## config.mk

```make
export PLATFORM = sky130hd
export DESIGN_NAME = mgmt_protect_wb_guard
export DESIGN_NICKNAME = d
export VERILOG_FILES = /design/src/rtl/mgmt_protect_pkg.sv /design/src/rtl/mgmt_sync_bit.sv /design/src/rtl/mgmt_protect_wb_guard.sv
export SDC_FILE = /design/constraint.sdc
export NUM_CORES = 1
export LEC_CHECK = 0
export ABC_AREA = 1
export ABC_CLOCK_PERIOD_IN_PS = 4900
export CAP_MARGIN = 0
export CORE_AREA = 2 2 159 161
export DETAILED_ROUTE_END_ITERATION = 7
export DIE_AREA = 0 0 161 163
export HOLD_SLACK_MARGIN = 0.08
export PLACE_DENSITY = 0.66
export SLEW_MARGIN = 10
export SYNTH_ARGS = -nofsm -noshare
export SYNTH_HDL_FRONTEND = slang
export SYNTH_HIERARCHICAL = 1
export SYNTH_SLANG_ARGS = --single-unit
```

## constraint.sdc

```tcl
create_clock -name caravel_clk -period 4.9 [get_ports caravel_clk]
set_input_delay 0.49 -clock caravel_clk [delete_from_list [all_inputs] [get_ports caravel_clk]]
set_output_delay 0.49 -clock caravel_clk [all_outputs]
set_load 0.05 [all_outputs]
```

## src/rtl/mgmt_protect_pkg.sv

```systemverilog
// rtl/mgmt_protect_pkg.sv - shared types, constants and helpers for the management protection layer
package mgmt_protect_pkg;

    typedef enum logic [1:0] {
        IDLE = 2'd0,
        FWD  = 2'd1,
        ACK  = 2'd2
    } wb_guard_state_t;

    localparam logic [31:0] DEFAULT_TIMEOUT_DATA = 32'hDEADBEEF;

    function automatic int clog2(input int value);
        int result;
        int v;
        result = 0;
        v = value - 1;
        while (v > 0) begin
            result = result + 1;
            v = v >> 1;
        end
        return result;
    endfunction

endpackage

```

## src/rtl/mgmt_sync_bit.sv

```systemverilog
// rtl/mgmt_sync_bit.sv - multi-flop synchroniser for one asynchronous bit
module mgmt_sync_bit #(
    parameter int STAGES = 2
) (
    input  logic clk,
    input  logic rst,
    input  logic d,
    output logic q
);

    logic [STAGES-1:0] chain;

    always_ff @(posedge clk or posedge rst) begin
        if (rst) begin
            chain <= '0;
        end else begin
            chain <= {chain[STAGES-2:0], d};
        end
    end

    assign q = chain[STAGES-1];

endmodule

```

## src/rtl/mgmt_protect_wb_guard.sv

```systemverilog
// rtl/mgmt_protect_wb_guard.sv - LA/IRQ gating plus a Wishbone guard that never lets the user stall management
module mgmt_protect_wb_guard
    import mgmt_protect_pkg::*;
#(
    parameter int          LA_WIDTH     = 64,
    parameter int          IRQ_COUNT    = 3,
    parameter int          SYNC_STAGES  = 2,
    parameter int          WB_TIMEOUT   = 255,
    parameter logic [31:0] TIMEOUT_DATA = DEFAULT_TIMEOUT_DATA
) (
    input  logic                 caravel_clk,
    input  logic                 caravel_rst,
    input  logic                 mprj_cyc_o_core,
    input  logic                 mprj_stb_o_core,
    input  logic                 mprj_we_o_core,
    input  logic [3:0]           mprj_sel_o_core,
    input  logic [31:0]          mprj_adr_o_core,
    input  logic [31:0]          mprj_dat_o_core,
    output logic [31:0]          mprj_dat_i_core,
    output logic                 mprj_ack_i_core,
    input  logic                 mprj_iena_wb,
    output logic                 mprj_cyc_o_user,
    output logic                 mprj_stb_o_user,
    output logic                 mprj_we_o_user,
    output logic [3:0]           mprj_sel_o_user,
    output logic [31:0]          mprj_adr_o_user,
    output logic [31:0]          mprj_dat_o_user,
    input  logic [31:0]          mprj_dat_i_user,
    input  logic                 mprj_ack_i_user,
    input  logic [LA_WIDTH-1:0]  la_data_out_core,
    input  logic [LA_WIDTH-1:0]  la_iena_mprj,
    output logic [LA_WIDTH-1:0]  la_data_in_mprj,
    input  logic [IRQ_COUNT-1:0] user_irq_core,
    input  logic [IRQ_COUNT-1:0] user_irq_ena,
    output logic [IRQ_COUNT-1:0] user_irq,
    output logic                 wb_timeout_flag,
    input  logic                 wb_timeout_clr
);

    localparam int             CNT_W    = clog2(WB_TIMEOUT + 1);
    localparam logic [CNT_W-1:0] CNT_LAST = CNT_W'(WB_TIMEOUT - 1);

    wb_guard_state_t  state, state_next;
    logic [CNT_W-1:0] cnt, cnt_next;
    logic [31:0]      dat_r, dat_next;
    logic             flag_set;
    logic             ack_r;
    logic             fwd_r;
    logic             core_req;

    assign core_req = mprj_cyc_o_core & mprj_stb_o_core;

    // The enable is only consulted in IDLE, so flipping it mid-transaction is harmless.
    always_comb begin
        state_next = state;
        cnt_next   = cnt;
        dat_next   = dat_r;
        flag_set   = 1'b0;
        case (state)
            IDLE: begin
                if (core_req) begin
                    if (mprj_iena_wb) begin
                        state_next = FWD;
                        cnt_next   = '0;
                    end else begin
                        state_next = ACK;
                        dat_next   = 32'h0;
                    end
                end
            end
            FWD: begin
                if (!mprj_cyc_o_core) begin
                    state_next = IDLE;
                end else if (mprj_ack_i_user) begin
                    state_next = ACK;
                    dat_next   = mprj_dat_i_user;
                end else if (cnt == CNT_LAST) begin
                    state_next = ACK;
                    dat_next   = TIMEOUT_DATA;
                    flag_set   = 1'b1;
                end else begin
                    cnt_next = cnt + CNT_W'(1);
                end
            end
            ACK: begin
                state_next = IDLE;
            end
            default: begin
                state_next = IDLE;
            end
        endcase
    end

    always_ff @(posedge caravel_clk or posedge caravel_rst) begin
        if (caravel_rst) begin
            state           <= IDLE;
            cnt             <= '0;
            dat_r           <= 32'h0;
            ack_r           <= 1'b0;
            fwd_r           <= 1'b0;
            wb_timeout_flag <= 1'b0;
        end else begin
            state           <= state_next;
            cnt             <= cnt_next;
            dat_r           <= dat_next;
            ack_r           <= (state_next == ACK);
            fwd_r           <= (state_next == FWD);
            wb_timeout_flag <= flag_set | (wb_timeout_flag & ~wb_timeout_clr);
        end
    end

    assign mprj_ack_i_core = ack_r;
    assign mprj_dat_i_core = dat_r;
    assign mprj_cyc_o_user = fwd_r;
    assign mprj_stb_o_user = fwd_r;
    assign mprj_we_o_user  = mprj_we_o_core;
    assign mprj_sel_o_user = mprj_sel_o_core;
    assign mprj_adr_o_user = mprj_adr_o_core;
    assign mprj_dat_o_user = mprj_dat_o_core;

    logic [IRQ_COUNT-1:0] irq_synced;

    for (genvar i = 0; i < IRQ_COUNT; i++) begin : g_irq_sync
        mgmt_sync_bit #(
            .STAGES (SYNC_STAGES)
        ) u_sync (
            .clk (caravel_clk),
            .rst (caravel_rst),
            .d   (user_irq_core[i]),
            .q   (irq_synced[i])
        );
    end

    always_ff @(posedge caravel_clk or posedge caravel_rst) begin
        if (caravel_rst) begin
            la_data_in_mprj <= '0;
            user_irq        <= '0;
        end else begin
            la_data_in_mprj <= la_data_out_core & la_iena_mprj;
            user_irq        <= irq_synced & user_irq_ena;
        end
    end

endmodule

```

==> reports/qor.log <==
INFO  run_status     outcome=completed
INFO  layout         syn2layout_area_growth=63.6%
INFO  power_and_ir_drop power_density_relative_to_cell_area=438nW/µm²
INFO  flow_run       max_cap_violations=0
INFO  logic_synthesis syn-instance-count=518
INFO  layout         multi_input_area=1070µm²
INFO  cts            cts.reportedPaths.clkPinSlew=0.06ns
INFO  logic_synthesis synth_edf_count=0
INFO  placed_design  dp_hpwl=11400µm
INFO  logic_synthesis ys_types=23
INFO  worst_setup_path critPathArrivalTime=2.71ns
INFO  worst_setup_path critical_path_peak_fanout=58
INFO  timing         fin_crit_sh=48.6%
INFO  logic_synthesis ys_top_cells_by_count=146 x nand2_1, 118 x dfrtp_1, 85 x inv_1
INFO  timing         fin_crit=2.38ns
INFO  logic_synthesis syn_nets=762
INFO  timing         max_slew.worst_pin.slew=0.992ns
INFO  routing        final_antenna_net_count=0
INFO  cts            insertion_delay_of_the_later_clocked_pin_in_the_worst_skew_pair=0.41ns
INFO  logic_synthesis synth-async-reset-ratio=100%
INFO  timing         clock_skew=0.00341ns
INFO  cts            htree_num_levels=4
INFO  timing         timing.hold.ws=0.350ns
INFO  logic_synthesis largest_family_of_logic_cells_by_synthesized_area=buffers and inverters
INFO  layout         share_of_post_route_cells_with_drive_strength_above_1=7.64%
INFO  timing         max_clock_freq=0.420GHz
INFO  logic_synthesis synth_compound_area_share=7.19%
INFO  cts            number_of_buffers_on_the_longest_clock_path=2
INFO  timing         final_max_slew_viol_count=0
INFO  placed_design  gpl.final_weighted_congestion=0.747
INFO  cts            cts-resized-gates=0
INFO  layout         fillCellCount=2586
INFO  logic_synthesis yosysTopAreaCellShare=59.6%
INFO  worst_setup_path wp_data_required=5.23ns
INFO  grt            grt_usage=11.3%
INFO  layout         nets=977
INFO  floorplanning  coreArea=24700µm²
INFO  cts            number_of_buffers_inserted_by_post_cts_setup_repair=0
INFO  worst_setup_path worst-setup-path-type=register to register
INFO  routing        wl_per_cell=13.5µm
INFO  cts            ctsHoldBuffers=0
INFO  layout         diodes=0
INFO  grt            grt_remaining_overflow=0
INFO  logic_synthesis synth.yosys.warnings=6
INFO  timing         rsz0062_at_grt=false
INFO  logic_synthesis synth_top_flop_cell=dfrtp_1
INFO  floorplanning  die-width=161µm
INFO  power_and_ir_drop worst_ir_drop_vdd=201µV
INFO  power_and_ir_drop p_leak=3.93nW
INFO  logic_synthesis synth.cell_area=4960µm²
INFO  timing         finalSetupViolations=0
INFO  layout         register_area=2950µm²
INFO  logic_synthesis synth_seq_area_share=59.6%
INFO  placed_design  placement.io_buffers=275
INFO  layout         utilization_after_layout=32.9%
INFO  routing        detail_route.first_pass.iterations=4
INFO  grt            wire_length_of_the_first_global_routing_pass=22500µm
INFO  grt            pin_count_of_the_biggest_net_entering_global_routing=59
INFO  floorplanning  effective_utilization_at_floorplan=20.1%
INFO  logic_synthesis synth_fa_ha_area_share=0.505%
INFO  timing         final-hold-violation-count=0
INFO  worst_setup_path critical_path.startpoint_type=register
INFO  floorplanning  die_area=26200µm²
INFO  grt            grt_antenna_before_repair=0
INFO  logic_synthesis netlist.top_cell.by_area=dfrtp_1
INFO  placed_design  pre_cts_slack=2.43ns
INFO  logic_synthesis simple_gate_area_share_of_the_yosys_netlist=13.2%
INFO  cts            number_of_buffers_created_by_cts=17
INFO  logic_synthesis synthesis.area_per_instance=9.57µm²
INFO  worst_hold_path timing.hold.worst.class=register to register
INFO  floorplanning  placementRows=58
INFO  logic_synthesis synthXorXnorAreaFrac=0.707%
INFO  cts            clock-sinks=118
INFO  logic_synthesis synth_top_cells_by_area=dfrtp_1 60%, nand2_1 11%, buf_4 11%, inv_1 6.4%, o21ai_2 2.5%
INFO  cts            tritoncts=yes
INFO  routing        via_count=3978
INFO  timing         totalNegativeSetupSlack=0ns
INFO  routing        drt-initial-drc-count=144
INFO  logic_synthesis synthMuxAreaShare=0%
INFO  floorplanning  floorplan.die.height=163µm
INFO  cts            ctsRootBufferMaster=clkbuf_16
INFO  routing        post-route-drc-count=0
INFO  timing         timing.final.ws_setup=2.52ns
INFO  logic_synthesis synth.ff_latch_count=118
INFO  routing        route.detailed.vias_per_inst=3.70
INFO  routing        detail_route.wirelength=14600µm
INFO  logic_synthesis yosysMostFrequentCell=nand2_1
INFO  worst_setup_path cp-end-kind=register
INFO  timing         relSlewSlack=33.8%
INFO  floorplanning  io_pins=414
INFO  grt            grt_pass1_vias=4015
worst max-delay path, cell delays in order, from the launching register on:
cell and delay [ns]:
dfrtp_1 0.39, nor2_2 0.78, nand3_2 0.15, nand2_2 0.20, buf_4 0.54, nand2_1 0.13, o21ai_2 0.08
per-stage QoR:
step / total power [W] / cell area (µm²) / std cells
detailed placement: 0.00236 / 7540 / 1044
global route: 0.00374 / 8110 / 1076
CTS: 0.00362 / 8110 / 1076
finish: 0.00356 / 8110 / 1076
global placement: 0.00235 / 7540 / 1044
floorplan: 0.00210 / 4960 / 518
cell usage in the layout (no fill, tap or decap):
cell type,count
a21oi_1,2
buf_4,3
bufinv_16,1
clkbuf_16,17
clkdlybuf4s50_1,275
clkinv_2,1
clkinv_4,3
clkinvlp_4,3
dfrtp_1,118
ha_1,2
inv_1,84
inv_2,1
inv_4,1
inv_6,7
nand2_1,146
nand2_2,3
nand3_1,7
nand3_2,1
nand4_1,2
nor2_1,5
nor2_2,2
o21ai_0,24
o21ai_1,18
o21ai_2,14
o21bai_1,1
o22ai_1,1
xnor2_1,2
xor2_1,2
registers in the layout, summed over array words and instances, names as in the netlist:
register,flops
mprj_dat_i_core,32
g_irq_sync.u_sync/chain,6
mprj_ack_i_core,1
state,2
wb_timeout_flag,1
cnt,8
user_irq,3
la_data_in_mprj,64
mprj_cyc_o_user,1
layout make-up:
class | count | area share, %
clock inverters | 15 | 1.79
flip-flops and latches | 118 | 36.4
well taps | 330 | 5.09
repair buffers | 278 | 34.2
inverters | 86 | 4.01
clock buffers | 17 | 5.25
multi-input cells | 232 | 13.2
where the power goes:
part           switching [W]  total, W  leakage, nW  internal, W
registers          0.0000619   0.00116         1.54      0.00110
clock network       0.000509   0.00122        0.272     0.000710
logic               0.000762   0.00117         2.12     0.000412
total                0.00133   0.00356         3.93      0.00222
worst paths after layout:
kind	from	to	slack, ns	cells after the start
min in group asynchronous	caravel_rst	g_irq_sync[1].u_sync/chain[0]	0.39	2
max	state[1]	mprj_dat_i_core[7]	2.52	6
min	g_irq_sync[0].u_sync/chain[0]	g_irq_sync[0].u_sync/chain[1]	0.35	0
max in group asynchronous	caravel_rst	la_data_in_mprj[39]	3.48	3
max reg2reg	state[1]	mprj_dat_i_core[7]	2.52	6
min reg2reg	g_irq_sync[0].u_sync/chain[0]	g_irq_sync[0].u_sync/chain[1]	0.35	0
per-layer routing:
layer	GRT usage [%]	part of all wire (%)
met5	0	0
met4	5.93	3.4
met3	3.90	7.7
met2	18.4	49
met1	13.1	39
kinds of logic after synthesis:
group	Yosys count
compound gates	60
xor+xnor	4
fa+ha+maj	2
buf+inv	168
flops	118
simple gates	166
Note: power is estimated with default switching activity, not from simulation.
